===== config.mk =====
export PLATFORM = sky130hd
export DESIGN_NAME = wptr_full_level
export DESIGN_NICKNAME = d
export VERILOG_FILES = /design/src/rtl/fifo_pkg.sv /design/src/rtl/gray2bin.sv /design/src/rtl/wptr_full_level.sv
export SDC_FILE = /design/constraint.sdc
export NUM_CORES = 1
export LEC_CHECK = 0
export ABC_CLOCK_PERIOD_IN_PS = 3500
export BUFFER_PORTS_ARGS = -buffer_cell sky130_fd_sc_hd__buf_2
export CORE_MARGIN = 5
export CORE_UTILIZATION = 52
export DETAILED_ROUTE_END_ITERATION = 8
export PLACE_DENSITY = 0.79
export SYNTH_ARGS = -nofsm -noshare
export SYNTH_HDL_FRONTEND = slang
export SYNTH_SLANG_ARGS = --single-unit
export TNS_END_PERCENT = 50

===== constraint.sdc =====
create_clock -name wclk -period 3.5 [get_ports wclk]
set_input_delay 0.35 -clock wclk [delete_from_list [all_inputs] [get_ports wclk]]
set_output_delay 0.35 -clock wclk [all_outputs]
set_load 0.005 [all_outputs]

===== src/rtl/fifo_pkg.sv =====
// Shared FIFO pointer types and Gray-code helpers for the dual-clock FIFO.
package fifo_pkg;

  localparam int ADDRSIZE = 9;
  localparam int DEPTH    = 2 ** ADDRSIZE;

  typedef logic [ADDRSIZE:0] ptr_t;

  // Helpers work on a wide word; zero-extended narrower pointers convert
  // correctly, and callers keep only the low ADDRSIZE+1 bits.
  function automatic logic [31:0] bin2gray(input logic [31:0] b);
    return b ^ (b >> 1);
  endfunction

  function automatic logic [31:0] gray2bin(input logic [31:0] g);
    logic [31:0] b;
    b[31] = g[31];
    for (int i = 30; i >= 0; i--) begin
      b[i] = b[i+1] ^ g[i];
    end
    return b;
  endfunction

endpackage


===== src/rtl/gray2bin.sv =====
// Combinational Gray-to-binary converter (XOR prefix from the MSB down).
module gray2bin #(
  parameter int WIDTH = 10
) (
  input  logic [WIDTH-1:0] gray,
  output logic [WIDTH-1:0] bin
);

  // Each binary bit is the XOR of all Gray bits at or above it.
  always_comb begin
    bin = '0;
    bin[WIDTH-1] = gray[WIDTH-1];
    for (int i = WIDTH - 2; i >= 0; i--) begin
      bin[i] = bin[i+1] ^ gray[i];
    end
  end

endmodule


===== src/rtl/wptr_full_level.sv =====
// Write-domain pointer/status controller: binary and Gray write pointers,
// registered full, fill level, programmable almost-full and sticky overflow.
module wptr_full_level
  import fifo_pkg::*;
#(
  parameter int ADDRSIZE = 9
) (
  input  logic                wclk,
  input  logic                wrst_n,
  input  logic                winc,
  input  logic [ADDRSIZE:0]   wq2_rptr,
  input  logic [ADDRSIZE:0]   afull_thresh,
  input  logic                ovf_clr,
  output logic [ADDRSIZE-1:0] waddr,
  output logic [ADDRSIZE:0]   wptr,
  output logic                wfull,
  output logic                walmost_full,
  output logic [ADDRSIZE:0]   wlevel,
  output logic                wovf
);

  if (ADDRSIZE < 2) begin : g_bad_addrsize
    $error("wptr_full_level: ADDRSIZE must be >= 2");
  end

  logic [ADDRSIZE:0] wbin;
  logic [ADDRSIZE:0] wbinnext;
  logic [ADDRSIZE:0] wgraynext;
  logic [ADDRSIZE:0] rbin;
  logic [ADDRSIZE:0] level_next;
  logic [31:0]       gray_wide;
  logic              wen;
  logic              wfull_next;
  logic              afull_next;

  // Read pointer decode; shared converter with the read-side block.
  gray2bin #(.WIDTH(ADDRSIZE + 1)) u_rptr_g2b (
    .gray (wq2_rptr),
    .bin  (rbin)
  );

  // Next-pointer, full, level and almost-full decode. Writes are gated by the
  // registered full flag, so a read arriving while full frees space only from
  // the following cycle.
  always_comb begin
    wen        = winc & ~wfull;
    wbinnext   = wbin + {{ADDRSIZE{1'b0}}, wen};
    gray_wide  = bin2gray(32'(wbinnext));
    wgraynext  = gray_wide[ADDRSIZE:0];
    // Inverted MSB pair: write pointer is exactly one lap ahead of read.
    wfull_next = (wgraynext == {~wq2_rptr[ADDRSIZE:ADDRSIZE-1],
                                wq2_rptr[ADDRSIZE-2:0]});
    level_next = wbinnext - rbin;
    afull_next = (level_next >= afull_thresh);
  end

  assign waddr = wbin[ADDRSIZE-1:0];

  // Pointer and status registers; level and flags move on the same edge.
  always_ff @(posedge wclk or negedge wrst_n) begin
    if (!wrst_n) begin
      wbin         <= '0;
      wptr         <= '0;
      wfull        <= 1'b0;
      walmost_full <= 1'b0;
      wlevel       <= '0;
    end else begin
      wbin         <= wbinnext;
      wptr         <= wgraynext;
      wfull        <= wfull_next;
      walmost_full <= afull_next;
      wlevel       <= level_next;
    end
  end

  // Sticky overflow: a dropped write sets it, and beats a same-cycle clear.
  always_ff @(posedge wclk or negedge wrst_n) begin
    if (!wrst_n) begin
      wovf <= 1'b0;
    end else if (winc && wfull) begin
      wovf <= 1'b1;
    end else if (ovf_clr) begin
      wovf <= 1'b0;
    end
  end

endmodule


## Word level (Yosys, flattened, before mapping)

Index checks and enable logic that the tools add are counted.
Widths: inputs -> output; s select.

| storage, ports and cells | value |
|---|---|
| register bits after elaboration | 33 |
| output and inout bits | 32 |
| input port bits | 24 |
| logic and storage cells | 27 |

| operators by class | value |
|---|---|
| order comparisons | 1 |
| reduce and logical (&&, ||, !) cells | 2 |
| muxes and demuxes | 2 |
| equality and inequality tests | 1 |
| bitwise gates (word level) | 13 |
| $add $sub $neg | 2 |

Operator list:

| kind | count |
|---|---|
| $add 10x1->10 | 1 |
| $eq 10x10->1 | 1 |
| $ge 10x10->1 | 1 |
| $sub 10x10->10 | 1 |
| $xor 10x9->10 | 1 |
| $xor 1x1->1 | 9 |
| $mux 1 | 2 |
| $not 2->2 | 1 |
| $reduce_bool 2->1 | 1 |
| $and 1x1->1 | 1 |
| $logic_and 1x1->1 | 1 |
| $not 1->1 | 1 |

## Depth between registers and ports, before layout

Gate-level depths: netlist of run 1.

| logic depth | value |
|---|---|
| depth in word-level cells | 11 |
| mapped depth | 19 |
| depth with buffers taken out | 19 |

## Modules after synthesis

A second synthesis of run 1 with hierarchy kept.

| second synthesis, totals | value |
|---|---|
| cell total of the unflattened synthesis | 237 |
| area, all modules | 2356.0 µm² |

By module, submodules not included:

| module | sequential area each (µm²) | instances | area an instance (µm²) | cells each |
|---|---|---|---|---|
| wptr_full_level | 800.8 | 1 | 2175.8 | 222 |
| gray2bin | 0.0 | 1 | 180.2 | 15 |

## Least setup slack after synthesis of run 1

OpenSTA, ideal clock, no wires.

| timing path | value |
|---|---|
| path type | input port to flip-flop |
| start point | input port wq2_rptr[9] |
| end point | register walmost_full |
| setup time | 0.130 ns |
| path buffers | 0 |
| cell stages on the path | 17 |
| setup slack | -0.320 ns |
| data arrival time | 3.690 ns |
| path through | xnor2_2 xor2_2 xor2_2 xor2_2 xor2_2 xor2_4 xnor2_1 ha_1 fa_1 inv_1 ha_1 a21o_1 a21o_1 a211oi_1 o21bai_1 a211oi_1 o21ai_0 |

| between the ends | value |
|---|---|
| cells in the longest elaborated chain, start to end | 11 |

Ends and longest elaborated chain:

| item | line | source |
|---|---|---|
| from (decl) | wptr_full_level.sv:11 | `input logic [ADDRSIZE:0] wq2_rptr,` |
| $xor 1x1->1 * (8 in a row) | gray2bin.sv:14 | `bin[i] = bin[i+1] ^ gray[i];` |
| $xor 1x1->1 | gray2bin.sv:14 |  |
| $sub 10x10->10 * | wptr_full_level.sv:53 | `level_next = wbinnext - rbin;` |
| named net level_next[1] | wptr_full_level.sv:30 | `logic [ADDRSIZE:0] level_next;` |
| $ge 10x10->1 * | wptr_full_level.sv:54 | `afull_next = (level_next >= afull_thresh);` |
| named net afull_next | wptr_full_level.sv:34 | `logic afull_next;` |
| to (signal assigned) | wptr_full_level.sv:71 | `walmost_full <= afull_next;` |
| to (decl) | wptr_full_level.sv:17 | `output logic walmost_full,` |

The timed path passes the listed nets; every way through them passes the cells marked *.
A chain may end at the register's enable or synchronous reset.

## Final worst setup path of run 1

| timing path | value |
|---|---|
| start point | input port wq2_rptr[8] |
| end point | register walmost_full |

| between the ends | value |
|---|---|
| cells in the longest elaborated chain, start to end | 11 |

Ends and longest elaborated chain:

| item | line |
|---|---|
| $xor 1x1->1 * | gray2bin.sv:14 |
| $xor 1x1->1 (8 in a row) | gray2bin.sv:14 |
| $sub 10x10->10 * | wptr_full_level.sv:53 |
| named net level_next[8] | wptr_full_level.sv:30 |
| $ge 10x10->1 * | wptr_full_level.sv:54 |
| named net afull_next | wptr_full_level.sv:34 |

Marked as above.

==> results of run 1 <==
[worst max-delay path, cell delays in order]
cell,delay [ps]
buf_8,110
xnor2_4,190
xor2_2,220
xor2_2,230
xor2_2,230
xor2_2,300
xor2_4,260
buf_6,140
xor2_1,140
ha_1,280
nor2b_4,140
o21ai_1,140
nand2b_1,100
a21o_1,220
a21oi_4,190
o21ai_2,80
xor2_1,210
ha_1,260
o211ai_1,80
o21ai_1,100
[report_power, final]
group	switching, W	internal (W)	total [W]
Combinational	0.000872	0.000945	0.00182
Sequential	0.0000684	0.000526	0.000595
Clock	0.000140	0.000211	0.000351
Total	0.00108	0.00168	0.00276
[flip-flops by register name, indices dropped and copies added, names as in the netlist]
name and flops:
wbin 10, wlevel 10, wptr 9, wovf 1, walmost_full 1, wfull 1
[synthesized netlist by cell type (all sizes together)]
cell type / n
o21bai: 1
xnor2: 14
and3: 2
a221oi: 1
fa: 1
nor2b: 2
a21oi: 4
o221ai: 1
and4: 1
nor2: 2
o211a: 1
nor3: 3
nand2: 8
o211ai: 3
inv: 23
nand3: 7
o21ai: 5
a21o: 5
a211oi: 2
ha: 22
nand4: 2
or3: 4
dfrtp: 32
xor2: 33
a31oi: 1
nand2b: 2
[repair_timing]
action                                  CTS  global route
setup buffers                             8             3
gates resized for setup                   7            10
endpoints found under the setup margin    1             3
pin swaps                                12            15
[layout make-up]
| cell class | instances | area share [%] |
|---|---|---|
| Clock buffer | 6 | 2.65 |
| Clock inverter | 2 | 1.28 |
| Inverter | 23 | 3.15 |
| Multi-Input combinational cell | 127 | 43.0 |
| Sequential cell | 32 | 29.2 |
| Tap cell | 48 | 2.19 |
| Timing Repair Buffer | 83 | 18.5 |
[through the flow]
| step | setup TNS [ps] | cell area [sq um] | hold WS (ps) |
|---|---|---|---|
| floorplan | -181 | 2010 | 54.4 |
| global placement | -813 | 2480 | 437 |
| detailed placement | -1070 | 2480 | 442 |
| CTS | -249 | 2680 | 132 |
| global route | -610 | 2740 | 165 |
| finish | -305 | 2740 | 108 |
[path summary, 6_finish.rpt]
path | to | from | depth (start not counted)
setup / recovery | walmost_full$_DFF_PN0_ | wq2_rptr[8] | 20
hold / removal | wlevel[1]$_DFF_PN0_ | wrst_n | 1
setup reg to reg | walmost_full$_DFF_PN0_ | wfull$_DFF_PN0_ | 15
hold reg to reg | wovf$_DFFE_PN0P_ | wfull$_DFF_PN0_ | 2
max in group asynchronous | wbin[9]$_DFF_PN0_ | wrst_n | 1
min in group wclk | wovf$_DFFE_PN0P_ | ovf_clr | 2
[cell families after synthesis]
| kind of cell | Yosys count | synth area share [%] |
|---|---|---|
| DFF | 32 | 40.4 |
| AOI/OAI and AO/OA | 24 | 8.13 |
| xor gates and xnor gates | 47 | 23.6 |
| buffers and inverters | 23 | 4.35 |
| and+or+nand+nor | 33 | 8.70 |
| adders and majority gates | 23 | 14.9 |
[routing by layer]
| layer | part of all wire, % | global-route usage (%) | wire (um) |
|---|---|---|---|
| met1 | 43 | 23.1 | 1910 |
| met2 | 49 | 30.7 | 2150 |
| met3 | 6.9 | 5.19 | 303 |
| met4 | 1.2 | 5.01 | 51 |
| met5 | 0 | 0 | 0 |
==> results.toml, run 1 <==
[status]
status = "complete, but fails checks"
violations = "setup timing"

[yosys]
synth-seq-cells = 32
syn_area_per_cell_sq_um = 10.9
synth_area_leaders = "dfrtp_1 (40%), ha_1 (14%), xor2_1 (12%)"
ys_seq_area_share_pct = 40.4
synth.cell_area_sq_um = 1980
synthCells = 182
synth_warnings = 0
syn_nets = 229
synth.largest_area_cell = "dfrtp_1"
synth.distinct_cells = 30
yosys.area.top_type_share_pct = 40.4

[floorplan]
die_h_um = 71.8
io_pins = 56
initial_core_util_pct = 53.8
row_count = 22
coreArea_sq_um = 3690
die_x_um = 71.8
die_area_sq_um = 5150

[placement]
place_ws_ps = -668
io_buffer_count = 55
gp_congestion = 0.761
hpwl_um = 3210
place_inst = 302

[finish]
n_antenna_cell = 0
layout_commonest_cell = "buf_2"
syn_to_final_growth_pct = 38.0
fin_cells = 321
layout-drive-gt1-share_pct = 39.9
multi_input_area_sq_um = 1180
seqCellArea_sq_um = 801
layout_common_cells = "buf_2 (53), dfrtp_1 (32), xor2_1 (27), buf_4 (27), inv_1 (23)"
final_net_count = 319
n_fill_cell = 263
fin_util_pct = 74.3

[clock_network]
cts_root_buffer = "clkbuf_8"
clockBufferDepth = 2
cts_tree = "done"
htree_levels = 2
clk_latency_ps = 290
cts-buffers-inserted = 5
cts_num_sinks = 32
clkSlewWorstSetupHoldPaths_ps = 70
ctsHoldBuffers = 0

[hold_path]
hold_class = "in -> async"

[setup_path]
worst_ep_arrival_time_ps = 3970
crit_fanout = 4
start_kind = "input pin"
r2r_slack_ps = 80
crit_required_ps = 3670
path_class = "in -> reg"
cp-end-kind = "flop"

[global_routing]
grt.total_usage_pct = 18.3
grt_pass1_wl_um = 7400
grt_max_degree = 33
grt_pass1_vias = 1614
antenna_found_initial = 0
grt_overflow = 0

[sta]
rsz0062_at_grt = "true"
clock_skew_ps = 3.78
slew_headroom_pct = 53.4
slew_viol_final = 0
setup_viol = 1
post-route-min-period_ps = 3800
finalWorstSetupSlack_ps = -305
fin_crit_sh_pct = 109
fmax_mhz = 263
tightest_slew_ps = 699
final-hold-violation-count = 0

[detailed_routing]
route.detailed.drc = 0
drt_iter0_markers = 58
routed_wl_um = 4420
wl_per_cell_um = 13.8
vias_per_cell = 4.88
ant_nets = 0
vias = 1565
first_pass_iters = 4

[pwr]
power_density_nw_per_um2 = 1010
p_leak_nw = 1.47
peakVddDrop_uv = 1020
fin_total_pwr_w = 0.00276

[flow_run]
drv_cap = 0
Power figures use the tool's default switching activity.
==> inputs of run 2 (changes only) <==
--- a/config.mk
+++ b/config.mk
@@ -5,12 +5,12 @@
 export SDC_FILE = /design/constraint.sdc
 export NUM_CORES = 1
 export LEC_CHECK = 0
-export ABC_CLOCK_PERIOD_IN_PS = 3500
+export ABC_CLOCK_PERIOD_IN_PS = 3900
 export BUFFER_PORTS_ARGS = -buffer_cell sky130_fd_sc_hd__buf_2
 export CORE_MARGIN = 5
 export CORE_UTILIZATION = 52
 export DETAILED_ROUTE_END_ITERATION = 8
-export PLACE_DENSITY = 0.79
+export PLACE_DENSITY = 0.87
 export SYNTH_ARGS = -nofsm -noshare
 export SYNTH_HDL_FRONTEND = slang
 export SYNTH_SLANG_ARGS = --single-unit
==> constraint.sdc (replaced) <==
create_clock -name wclk -period 3.9 [get_ports wclk]
set_input_delay 0.39 -clock wclk [delete_from_list [all_inputs] [get_ports wclk]]
set_output_delay 0.39 -clock wclk [all_outputs]
set_load 0.005 [all_outputs]
==> run 2 against run 1 <==
  * The run now ends clean
  * Wire length fell by 1.4%
  * Hold slack better by 33 ps
  * Core utilization down 1.8 points
  * Global-route usage is 0.48 points lower
==> results.toml, run 2 (synthesized netlist as in run 1, its figures left out) <==
[clock_network]
htree_levels = 2
cts-buffers-inserted = 5
ctsHoldBuffers = 0
cts_root_buffer = "clkbuf_8"
cts_num_sinks = 32
clockBufferDepth = 2
clkSlewWorstSetupHoldPaths_ps = 70
clk_latency_ps = 290
cts_tree = "done"

[finish]
n_antenna_cell = 0
layout_common_cells = "buf_2 (53), dfrtp_1 (32), xor2_1 (26), inv_1 (23), ha_1 (21)"
layout_commonest_cell = "buf_2"
layout-drive-gt1-share_pct = 37.4
final_net_count = 311
syn_to_final_growth_pct = 34.6
top_regs = "wbin: 10 flops, wlevel: 10 flops, wptr: 9 flops"
fin_cells = 313

[placement]
hpwl_um = 3200
io_buffer_count = 55
place_inst = 299
place_ws_ps = -341
gp_congestion = 0.794

[global_routing]
grt_pass1_wl_um = 7000
grt_overflow = 0
antenna_found_initial = 0
grt_pass1_vias = 1607
grt_max_degree = 33
grt.total_usage_pct = 17.8

[detailed_routing]
vias = 1573
wl_per_cell_um = 13.9
first_pass_iters = 4
vias_per_cell = 5.03
drt_iter0_markers = 94
route.detailed.drc = 0
routed_wl_um = 4350
ant_nets = 0

[sta]
slew_viol_final = 0
fmax_mhz = 262
rsz0062_at_grt = "true"
tightest_slew_ps = 701
clock_skew_ps = 9.74
post-route-min-period_ps = 3820
slew_headroom_pct = 53.3
setup_viol = 0
final-hold-violation-count = 0
fin_crit_sh_pct = 98.0
finalWorstSetupSlack_ps = 78.9

[pwr]
p_leak_nw = 1.43
comb_power_share_pct = 64.6
clockPowerShare_pct = 13.1
p_int_w = 0.00144
swShare_pct = 39.8
peakVddDrop_uv = 670
p_seq_share_pct = 22.3
p_switching_w = 0.000949
power_density_nw_per_um2 = 893

[setup_path]
path_class = "in -> reg"
crit_path_frequent_cell = "xor2_2"
cp-end-kind = "flop"
crit_required_ps = 4060
max_stage_delay_ps = 290
start_kind = "input pin"
slowest_stage = "xor2_2"
crit_family = "XOR/XNOR gates"
crit_fanout = 4
cp_cell_sequence = "buf_8 -> xnor2_4 -> xor2_2 -> xor2_2 -> xor2_2 -> xor2_2 -> xor2_4 -> buf_12 -> xor2_1 -> ha_1 -> nor2b_1 -> o21ai_0 -> nand2b_1 -> a21o_1 -> a21oi_2 -> o21ai_1 -> xor2_1 -> ha_1 -> o211ai_1 -> o21ai_1"
crit_buf_inv = 2
worst_ep_arrival_time_ps = 3990

[floorplan]
die_h_um = 71.8
die_x_um = 71.8
initial_core_util_pct = 53.8
io_pins = 56
coreArea_sq_um = 3690
die_area_sq_um = 5150
row_count = 22

[hold_path]
hold_class = "in -> async"

[flow_run]
drv_cap = 0

[status]
status = "completed"
## run 2: final cells by class
| cell class | instances | area (sq um) |
|---|---|---|
| Sequential cell | 32 | 801 |
| Clock inverter | 2 | 35.0 |
| Tap cell | 48 | 60.1 |
| Fill cell | 282 | 1020 |
| Clock buffer | 6 | 72.6 |
| Timing Repair Buffer | 75 | 454 |
| Inverter | 23 | 86.3 |
| Multi-Input combinational cell | 127 | 1160 |
## run 2: worst reg2reg max path, delay by kind of cell (launching register included)
| family | cells | cell delay, ps |
|---|---|---|
| AO/OA/AOI/OAI | 4 | 650 |
| AND/OR/NAND/NOR | 3 | 410 |
| adder cells (fa/ha/maj) | 4 | 1210 |
| flip-flops | 1 | 390 |
| buffers and inverters | 2 | 240 |
| XOR/XNOR | 2 | 420 |
## run 2: layer usage
layer | global-route usage [%] | up-vias | wire length (um)
met3 | 4.77 | 7 | 303
met1 | 20.7 | 748 | 1690
met4 | 8.14 | 0 | 85
met5 | 0 | - | 0
met2 | 30.6 | 50 | 2280
li1 | - | 768 | -
## run 2: through the flow
stage | TNS, ps | instance area [sq um] | power, W | hold slack [ps] | utilization [%]
finish | 0 | 2670 | 0.00239 | 141 | 72.4
global route | -178 | 2670 | 0.00262 | 209 | 72.4
CTS | 0 | 2610 | 0.00232 | 157 | 70.9
detailed placement | -341 | 2440 | 0.00192 | 479 | 66.1
global placement | -279 | 2440 | 0.00185 | 464 | 66.1
floorplan | 0 | 1980 | 0.00139 | 94.4 | -
## run 2: power by group through the flow
stage                     logic (W)  clock network, W  registers, W
after global routing        0.00174          0.000335      0.000549
after global placement      0.00131                 0      0.000537
after CTS                   0.00147          0.000320      0.000534
after detailed placement    0.00138                 0      0.000538
final                       0.00154          0.000312      0.000533
after floorplan            0.000842                 0      0.000553
## run 2: worst paths after layout
path	startpoint	end	slack [ps]	cells after the start
max in group asynchronous	wrst_n	wlevel[9]$_DFF_PN0_	3290	1
min	wrst_n	wlevel[2]$_DFF_PN0_	140	1
min in group wclk	ovf_clr	wovf$_DFFE_PN0P_	290	2
min reg2reg	wfull$_DFF_PN0_	wovf$_DFFE_PN0P_	510	2
max	wq2_rptr[9]	walmost_full$_DFF_PN0_	80	20
max reg2reg	wfull$_DFF_PN0_	walmost_full$_DFF_PN0_	460	15
## run 2: timing repair
item,4_1_cts,5_1_grt
cloned,0,0
setup endpoints to repair,1,1
pin swaps,8,20
gates resized for setup,5,14
buffers inserted,5,1
